<file path="src/rtl/uart_cmd_pkg.sv">
// Shared constants, status codes, register addresses and parser states for the UART command engine.
package uart_cmd_pkg;

    localparam logic [7:0] SOF_REQ = 8'hA5;
    localparam logic [7:0] SOF_RSP = 8'h5A;

    localparam logic [7:0] CMD_WRITE = 8'h01;
    localparam logic [7:0] CMD_READ  = 8'h02;
    localparam logic [7:0] CMD_PING  = 8'h03;

    localparam logic [7:0] ST_OK       = 8'h00;
    localparam logic [7:0] ST_BAD_CHK  = 8'h01;
    localparam logic [7:0] ST_BAD_CMD  = 8'h02;
    localparam logic [7:0] ST_BAD_ADDR = 8'h03;

    localparam logic [7:0] REG_ID      = 8'h00;
    localparam logic [7:0] REG_SCRATCH = 8'h01;
    localparam logic [7:0] REG_CTRL    = 8'h02;
    localparam logic [7:0] REG_CNT_LO  = 8'h03;
    localparam logic [7:0] REG_CNT_HI  = 8'h04;

    typedef enum logic [2:0] {
        S_IDLE,
        S_CMD,
        S_ADDR,
        S_D0,
        S_D1,
        S_CHK,
        S_EXEC,
        S_TX
    } state_t;

endpackage

</file>
<file path="src/rtl/uart_cmd_engine_if.sv">
// Byte stream bundle: receive strobe from the UART RX and valid/ready byte sink toward the UART TX.
interface uart_cmd_engine_if;
    logic       rx_valid;
    logic [7:0] rx_data;
    logic       tx_valid;
    logic [7:0] tx_data;
    logic       tx_ready;

    modport master (output rx_valid, rx_data, tx_ready, input tx_valid, tx_data);
    modport slave  (input rx_valid, rx_data, tx_ready, output tx_valid, tx_data);
endinterface

</file>
<file path="src/rtl/uart_cmd_regs.sv">
// Register file for the command engine: ID, scratch, control, free-running counter and its high-half shadow.
module uart_cmd_regs
    import uart_cmd_pkg::*;
#(
    parameter logic [15:0] ID_VALUE = 16'hC301
) (
    input  logic        clk,
    input  logic        rst,
    input  logic        rd_en,
    input  logic        wr_en,
    input  logic [7:0]  addr,
    input  logic [15:0] wdata,
    output logic [15:0] rdata,
    output logic        addr_bad,
    output logic        addr_ro
);

    logic [31:0] counter;
    logic [15:0] scratch;
    logic [15:0] hi_shadow;
    logic        cnt_en;
    logic        wr_ok;

    always_comb begin
        addr_bad = (addr > REG_CNT_HI);
        addr_ro  = (addr == REG_ID) || (addr == REG_CNT_LO) || (addr == REG_CNT_HI);
        wr_ok    = wr_en && !addr_bad && !addr_ro;
        unique case (addr)
            REG_ID:      rdata = ID_VALUE;
            REG_SCRATCH: rdata = scratch;
            REG_CTRL:    rdata = {15'h0000, cnt_en};
            REG_CNT_LO:  rdata = counter[15:0];
            REG_CNT_HI:  rdata = hi_shadow;
            default:     rdata = 16'h0000;
        endcase
    end

    // Clear wins over increment; reading the low half snapshots the high half atomically.
    always_ff @(posedge clk or posedge rst) begin
        if (rst) begin
            counter   <= 32'h0;
            scratch   <= 16'h0;
            hi_shadow <= 16'h0;
            cnt_en    <= 1'b1;
        end else begin
            if (wr_ok && addr == REG_CTRL && wdata[1])
                counter <= 32'h0;
            else if (cnt_en)
                counter <= counter + 32'd1;
            if (wr_ok && addr == REG_SCRATCH)
                scratch <= wdata;
            if (wr_ok && addr == REG_CTRL)
                cnt_en <= wdata[0];
            if (rd_en && addr == REG_CNT_LO)
                hi_shadow <= counter[31:16];
        end
    end

endmodule

</file>
<file path="src/rtl/uart_cmd_engine.sv">
// UART command parser / register-access engine: 6-byte request in, 6-byte response out.
// Optional inter-byte timeout enabled by defining UART_CMD_TIMEOUT_EN.
module uart_cmd_engine
    import uart_cmd_pkg::*;
#(
    parameter logic [15:0] ID_VALUE       = 16'hC301,
    parameter logic [15:0] PING_VALUE     = 16'hC0DE,
    parameter int          TIMEOUT_CYCLES = 100000
) (
    input  logic              clk,
    input  logic              rst,
    uart_cmd_engine_if.slave  bus
);

    state_t      state, state_n;
    logic [2:0]  tx_idx;
    logic [7:0]  cmd_q, addr_q, d0_q, d1_q, xor_q;
    logic        chk_ok_q;
    logic [7:0]  rsp_status_q, rsp_d0_q, rsp_d1_q, rsp_chk_q;
    logic [7:0]  status_c;
    logic [15:0] data_c;
    logic        rd_en, wr_en;
    logic [15:0] reg_rdata;
    logic        addr_bad, addr_ro;
    logic        tmo_hit;

    uart_cmd_regs #(.ID_VALUE(ID_VALUE)) u_regs (
        .clk      (clk),
        .rst      (rst),
        .rd_en    (rd_en),
        .wr_en    (wr_en),
        .addr     (addr_q),
        .wdata    ({d1_q, d0_q}),
        .rdata    (reg_rdata),
        .addr_bad (addr_bad),
        .addr_ro  (addr_ro)
    );

`ifdef UART_CMD_TIMEOUT_EN
    localparam int TMO_W = $clog2(TIMEOUT_CYCLES + 1);
    logic [TMO_W-1:0] tmo_cnt;
    logic             in_frame;

    assign in_frame = (state == S_CMD) || (state == S_ADDR) || (state == S_D0) ||
                      (state == S_D1) || (state == S_CHK);
    assign tmo_hit  = in_frame && !bus.rx_valid && (tmo_cnt == TMO_W'(TIMEOUT_CYCLES - 1));

    always_ff @(posedge clk or posedge rst) begin
        if (rst)
            tmo_cnt <= '0;
        else if (in_frame && !bus.rx_valid && !tmo_hit)
            tmo_cnt <= tmo_cnt + 1'b1;
        else
            tmo_cnt <= '0;
    end
`else
    logic unused_tmo;
    assign unused_tmo = (TIMEOUT_CYCLES != 0);
    assign tmo_hit    = 1'b0;
`endif

    always_ff @(posedge clk or posedge rst) begin
        if (rst) begin
            state  <= S_IDLE;
            tx_idx <= 3'd0;
        end else begin
            state <= state_n;
            if (state == S_EXEC)
                tx_idx <= 3'd0;
            else if (state == S_TX && bus.tx_ready)
                tx_idx <= (tx_idx == 3'd5) ? 3'd0 : tx_idx + 3'd1;
        end
    end

    always_comb begin
        state_n = state;
        unique case (state)
            S_IDLE: if (bus.rx_valid && bus.rx_data == SOF_REQ) state_n = S_CMD;
            S_CMD:  if (bus.rx_valid) state_n = S_ADDR; else if (tmo_hit) state_n = S_IDLE;
            S_ADDR: if (bus.rx_valid) state_n = S_D0;   else if (tmo_hit) state_n = S_IDLE;
            S_D0:   if (bus.rx_valid) state_n = S_D1;   else if (tmo_hit) state_n = S_IDLE;
            S_D1:   if (bus.rx_valid) state_n = S_CHK;  else if (tmo_hit) state_n = S_IDLE;
            S_CHK:  if (bus.rx_valid) state_n = S_EXEC; else if (tmo_hit) state_n = S_IDLE;
            S_EXEC: state_n = S_TX;
            S_TX:   if (bus.tx_ready && tx_idx == 3'd5) state_n = S_IDLE;
            default: state_n = S_IDLE;
        endcase
    end

    // Command decode during EXEC: checksum first, then opcode, then register legality.
    always_comb begin
        status_c = ST_OK;
        data_c   = 16'h0000;
        rd_en    = (state == S_EXEC) && chk_ok_q && (cmd_q == CMD_READ);
        wr_en    = (state == S_EXEC) && chk_ok_q && (cmd_q == CMD_WRITE);
        if (!chk_ok_q) begin
            status_c = ST_BAD_CHK;
        end else begin
            unique case (cmd_q)
                CMD_PING:  data_c = PING_VALUE;
                CMD_READ:  if (addr_bad) status_c = ST_BAD_ADDR; else data_c = reg_rdata;
                CMD_WRITE: if (addr_bad || addr_ro) status_c = ST_BAD_ADDR; else data_c = {d1_q, d0_q};
                default:   status_c = ST_BAD_CMD;
            endcase
        end
    end

    always_ff @(posedge clk) begin
        if (bus.rx_valid) begin
            unique case (state)
                S_IDLE: xor_q <= bus.rx_data;
                S_CMD:  begin cmd_q  <= bus.rx_data; xor_q <= xor_q ^ bus.rx_data; end
                S_ADDR: begin addr_q <= bus.rx_data; xor_q <= xor_q ^ bus.rx_data; end
                S_D0:   begin d0_q   <= bus.rx_data; xor_q <= xor_q ^ bus.rx_data; end
                S_D1:   begin d1_q   <= bus.rx_data; xor_q <= xor_q ^ bus.rx_data; end
                S_CHK:  chk_ok_q <= (xor_q == bus.rx_data);
                default: ;
            endcase
        end
        if (state == S_EXEC) begin
            rsp_status_q <= status_c;
            rsp_d0_q     <= data_c[7:0];
            rsp_d1_q     <= data_c[15:8];
            rsp_chk_q    <= SOF_RSP ^ status_c ^ addr_q ^ data_c[7:0] ^ data_c[15:8];
        end
    end

    assign bus.tx_valid = (state == S_TX);

    always_comb begin
        bus.tx_data = 8'h00;
        if (state == S_TX) begin
            unique case (tx_idx)
                3'd0:    bus.tx_data = SOF_RSP;
                3'd1:    bus.tx_data = rsp_status_q;
                3'd2:    bus.tx_data = addr_q;
                3'd3:    bus.tx_data = rsp_d0_q;
                3'd4:    bus.tx_data = rsp_d1_q;
                3'd5:    bus.tx_data = rsp_chk_q;
                default: bus.tx_data = 8'h00;
            endcase
        end
    end

endmodule

</file>
<file path="src/flat_wrapper.sv">
// flat-port wrapper written by rule: the top's interface ports become plain ports
module uart_cmd_engine_flat import uart_cmd_pkg::*;
#(
    parameter logic [15:0] ID_VALUE       = 16'hC301,
    parameter logic [15:0] PING_VALUE     = 16'hC0DE,
    parameter int          TIMEOUT_CYCLES = 100000
)
  (clk, rst, bus_rx_valid, bus_rx_data, bus_tx_ready, bus_tx_valid, bus_tx_data);
  uart_cmd_engine_if bus_i ();
  input  logic clk;
  input  logic rst;
  input wire logic [$bits(bus_i.rx_valid)-1:0] bus_rx_valid;
  input wire logic [$bits(bus_i.rx_data)-1:0] bus_rx_data;
  input wire logic [$bits(bus_i.tx_ready)-1:0] bus_tx_ready;
  output wire logic [$bits(bus_i.tx_valid)-1:0] bus_tx_valid;
  output wire logic [$bits(bus_i.tx_data)-1:0] bus_tx_data;
  assign bus_i.rx_valid = bus_rx_valid;
  assign bus_i.rx_data = bus_rx_data;
  assign bus_i.tx_ready = bus_tx_ready;
  assign bus_tx_valid = bus_i.tx_valid;
  assign bus_tx_data = bus_i.tx_data;
  uart_cmd_engine #(.ID_VALUE(ID_VALUE), .PING_VALUE(PING_VALUE), .TIMEOUT_CYCLES(TIMEOUT_CYCLES)) u_core (.clk(clk), .rst(rst), .bus(bus_i));
endmodule
</file>
<file path="config.mk">
export PLATFORM = sky130hd
export DESIGN_NAME = uart_cmd_engine_flat
export DESIGN_NICKNAME = d
export VERILOG_FILES = /design/src/rtl/uart_cmd_pkg.sv /design/src/rtl/uart_cmd_engine_if.sv /design/src/rtl/uart_cmd_regs.sv /design/src/rtl/uart_cmd_engine.sv /design/src/flat_wrapper.sv
export SDC_FILE = /design/constraint.sdc
export NUM_CORES = 1
export LEC_CHECK = 0
export ABC_AREA = 0
export CAP_MARGIN = 15
export CORE_UTILIZATION = 45
export CTS_CLUSTER_SIZE = 8
export DETAILED_ROUTE_END_ITERATION = 7
export SLEW_MARGIN = 0
export SYNTH_ARGS = -nofsm -noshare
export SYNTH_HDL_FRONTEND = slang
export SYNTH_SLANG_ARGS = --single-unit
</file>
<file path="constraint.sdc">
create_clock -name clk -period 5.1 [get_ports clk]
set_clock_uncertainty 0.2 [all_clocks]
set_input_delay 1.53 -clock clk [delete_from_list [all_inputs] [get_ports clk]]
set_output_delay 1.53 -clock clk [all_outputs]
set_load 0.1 [all_outputs]
</file>
==> metrics.cfg <==
[route]
wl_per_cell_um=19.99
met1_length_um=7798
wl_met2_um=7416
top_layer_used=met4
initialDrtViolationCount=370
wl_met3_um=988
drt_wl_total_um=16590
vias=4778
drc=0
via_per_inst=5.757
dr.pass1.iters=7
antenna_left=0

[critical_path]
r2r_cells=5
worstSetupPathType=flop to output port
cp.arrival_ns=2.47
cpPeakStageDelay_ns=1.16
crit_slowest_cell=clkdlybuf4s50_1
crit_fanout=6
critPathRequiredTime_ns=3.37
endpoint_kind=output port
crit_family=buffers and inverters
worst_r2r_endpoint=u_core.u_regs.scratch[13]
crit_path_start_kind=flop
r2r_slack_ns=1.57
crit_path_cell_trace=ha_1 -> and2_1 -> clkdlybuf4s50_1
r2r_start=u_core.addr_q[6]
critPathBufInv=1

[hold_path]
min_to=u_core.u_regs.scratch[8]
hold_path.class=flop to flop
holdPathStages=1
hold_path_startpoint=u_core.u_regs.scratch[8]

[timing]
setup-tns-final_ns=0
slew_viol_final=0
max_freq_mhz=237.9
setup_slack_ns=0.8958
tightest_slew_ns=0.9604
final.period_utilization=0.8243
rsz0062_at_grt=false
finalHoldViolCount=0
finalSetupViolCount=0
timing.slew.headroom=0.3578
period_needed_ns=4.204

[clock_tree]
htreeDepth=4
cts.repair.resized=0
cts_buffers=17
cts_num_sinks=138
path_clk_slew_ns=0.06
cts.path.max_buffers=2
cts_root_buf=clkbuf_16
cts_hold_buf=0
clock_latency_ns=0.42
post_cts_buffers=0
cts_tree=built

[global_routing]
antenna_found_initial=0
grt_pass1_wl_um=26410
grt_pass1_vias=4703
grt_max_degree=39
overflow=0
grt_use_total=0.2230

[run]
maxCapViolCount=0

[floorplan]
fp.dieH_um=125.2
core_um2=14700
rows=44
num_io_pins=21
initial_core_util=0.4650
die_x_um=125.2
die-area_um2=15690

[logic_synthesis]
synth_top_area_frac=0.2943
synth_warnings=0
yosys-top-cells-area=edfxtp_1 (29%), dfrtp_1 (26%), mux2_2 (5.4%)
ys_ff_latch=138
synth.largest_area_cell=edfxtp_1
syn_area_per_cell_um2=11.11
syn-num-nets=633
async_flop_share=0.5145
synth_edf_count=67
netlist_instances=615
seq_area_frac_synth=0.5545
syn_area_um2=6835
synth_flop_cell=dfrtp_1
ys_types=57

[finish]
drive_gt1_frac=0.1471
layout_commonest_cell=nor2_1
final_cell_mix=nor2_1 (92), dfrtp_1 (70), edfxtp_1 (67)
antenna_cells=0
layout.nets=651
areaGrowthSynthToFinish_pct=14.59

[power_and_ir_drop]
p_per_area_nw_per_um2=435.5
ir_drop_v=0.0003111
total_power_mw=3.411
p_leak_nw=3.068

[placement]
dp_slack_ns=1.130
dpl.hpwl_um=11740
gp_congestion=0.8711
portBuffers=20

[run_status]
outcome=finished, final reports clean

## power by group
part	total (mW)	internal, mW	leakage, nW	switching, mW
registers	1.46	1.34	1.58	0.113
clock network	1.33	0.848	0.310	0.482
logic	0.625	0.226	1.18	0.399
## metrics by stage
stage          hold WS [ns]  area, µm²  std cells    util
5_1_grt              0.3279       7833        830  0.5329
3_3_place_gp         0.2768       7163        797  0.4873
4_1_cts              0.2940       7805        829  0.5310
2_1_floorplan        0.2502       6835        615       -
3_5_place_dp         0.2813       7163        797  0.4873
6_report             0.2891       7833        830  0.5329
## cells by family after synthesis
group | after synthesis | synth area share
and+or+nand+nor | 225 | 0.1622
xor gates and xnor gates | 56 | 0.07176
muxes | 48 | 0.07651
buffers and inverters | 41 | 0.02599
DFF | 138 | 0.5545
AOI/OAI and AO/OA | 101 | 0.09812
adders and majority gates | 6 | 0.01098
## cells in the mapped netlist (4+ instances only)
cell	count
xor2_1	19
nand2b_1	6
mux2_2	33
nand4_1	6
a21o_1	4
clkbuf_1	11
a221oi_1	6
and2_1	8
a2bb2oi_1	7
o2bb2ai_1	4
a22oi_1	8
dfrtp_1	70
nor2_1	92
nand2_1	39
ha_1	6
mux2i_1	14
xnor2_1	37
inv_1	15
o21ai_0	13
nor2b_1	5
and3_1	9
nor3_1	10
nand3_1	20
o22a_1	8
buf_2	10
a21oi_1	38
or3_1	7
edfxtp_1	67
## final cells by class
class / count / area [µm²]
Inverter: 15 / 56.30
Timing Repair Buffer: 25 / 237.7
Multi-Input combinational cell: 436 / 2877
Clock inverter: 13 / 188.9
Clock buffer: 19 / 452.9
Sequential cell: 138 / 3790
Fill cell: 1266 / 6867
Tap cell: 184 / 230.2
## worst max path at each step
stage,from,end,depth (start not counted)
after detailed placement,bus_rx_data[0],u_core.state[2],6
after CTS,u_core.state[0],bus_tx_valid,3
final,u_core.state[0],bus_tx_valid,3
after global routing,u_core.tx_idx[0],bus_tx_data[2],6
after floorplan,u_core.state[2],bus_tx_data[0],4
after global placement,bus_rx_data[0],u_core.state[2],6
## sequential cells by signal (all words and copies together), names as in the netlist, 3 cells and up
signal	count
u_core.cmd_q	8
u_core.state	3
u_core.d1_q	8
u_core.rsp_d1_q	8
u_core.u_regs.hi_shadow	16
u_core.u_regs.scratch	16
u_core.addr_q	8
u_core.rsp_chk_q	8
u_core.rsp_d0_q	8
u_core.xor_q	8
u_core.d0_q	8
u_core.u_regs.counter	32
u_core.tx_idx	3
## routing by layer
layer | track usage | vias to the layer above
met4 | 0.07963 | 0
li1 | - | 2244
met1 | 0.3135 | 2356
met3 | 0.05819 | 27
met5 | 0 | -
met2 | 0.3336 | 151
## worst register-to-register path, delay by kind of cell, from the launching register on
family	cells	cell delay, ns
AND/OR/NAND/NOR	4	2.31
multiplexers	1	0.42
flip-flops	1	0.48
(Power assumes the default switching activity.)
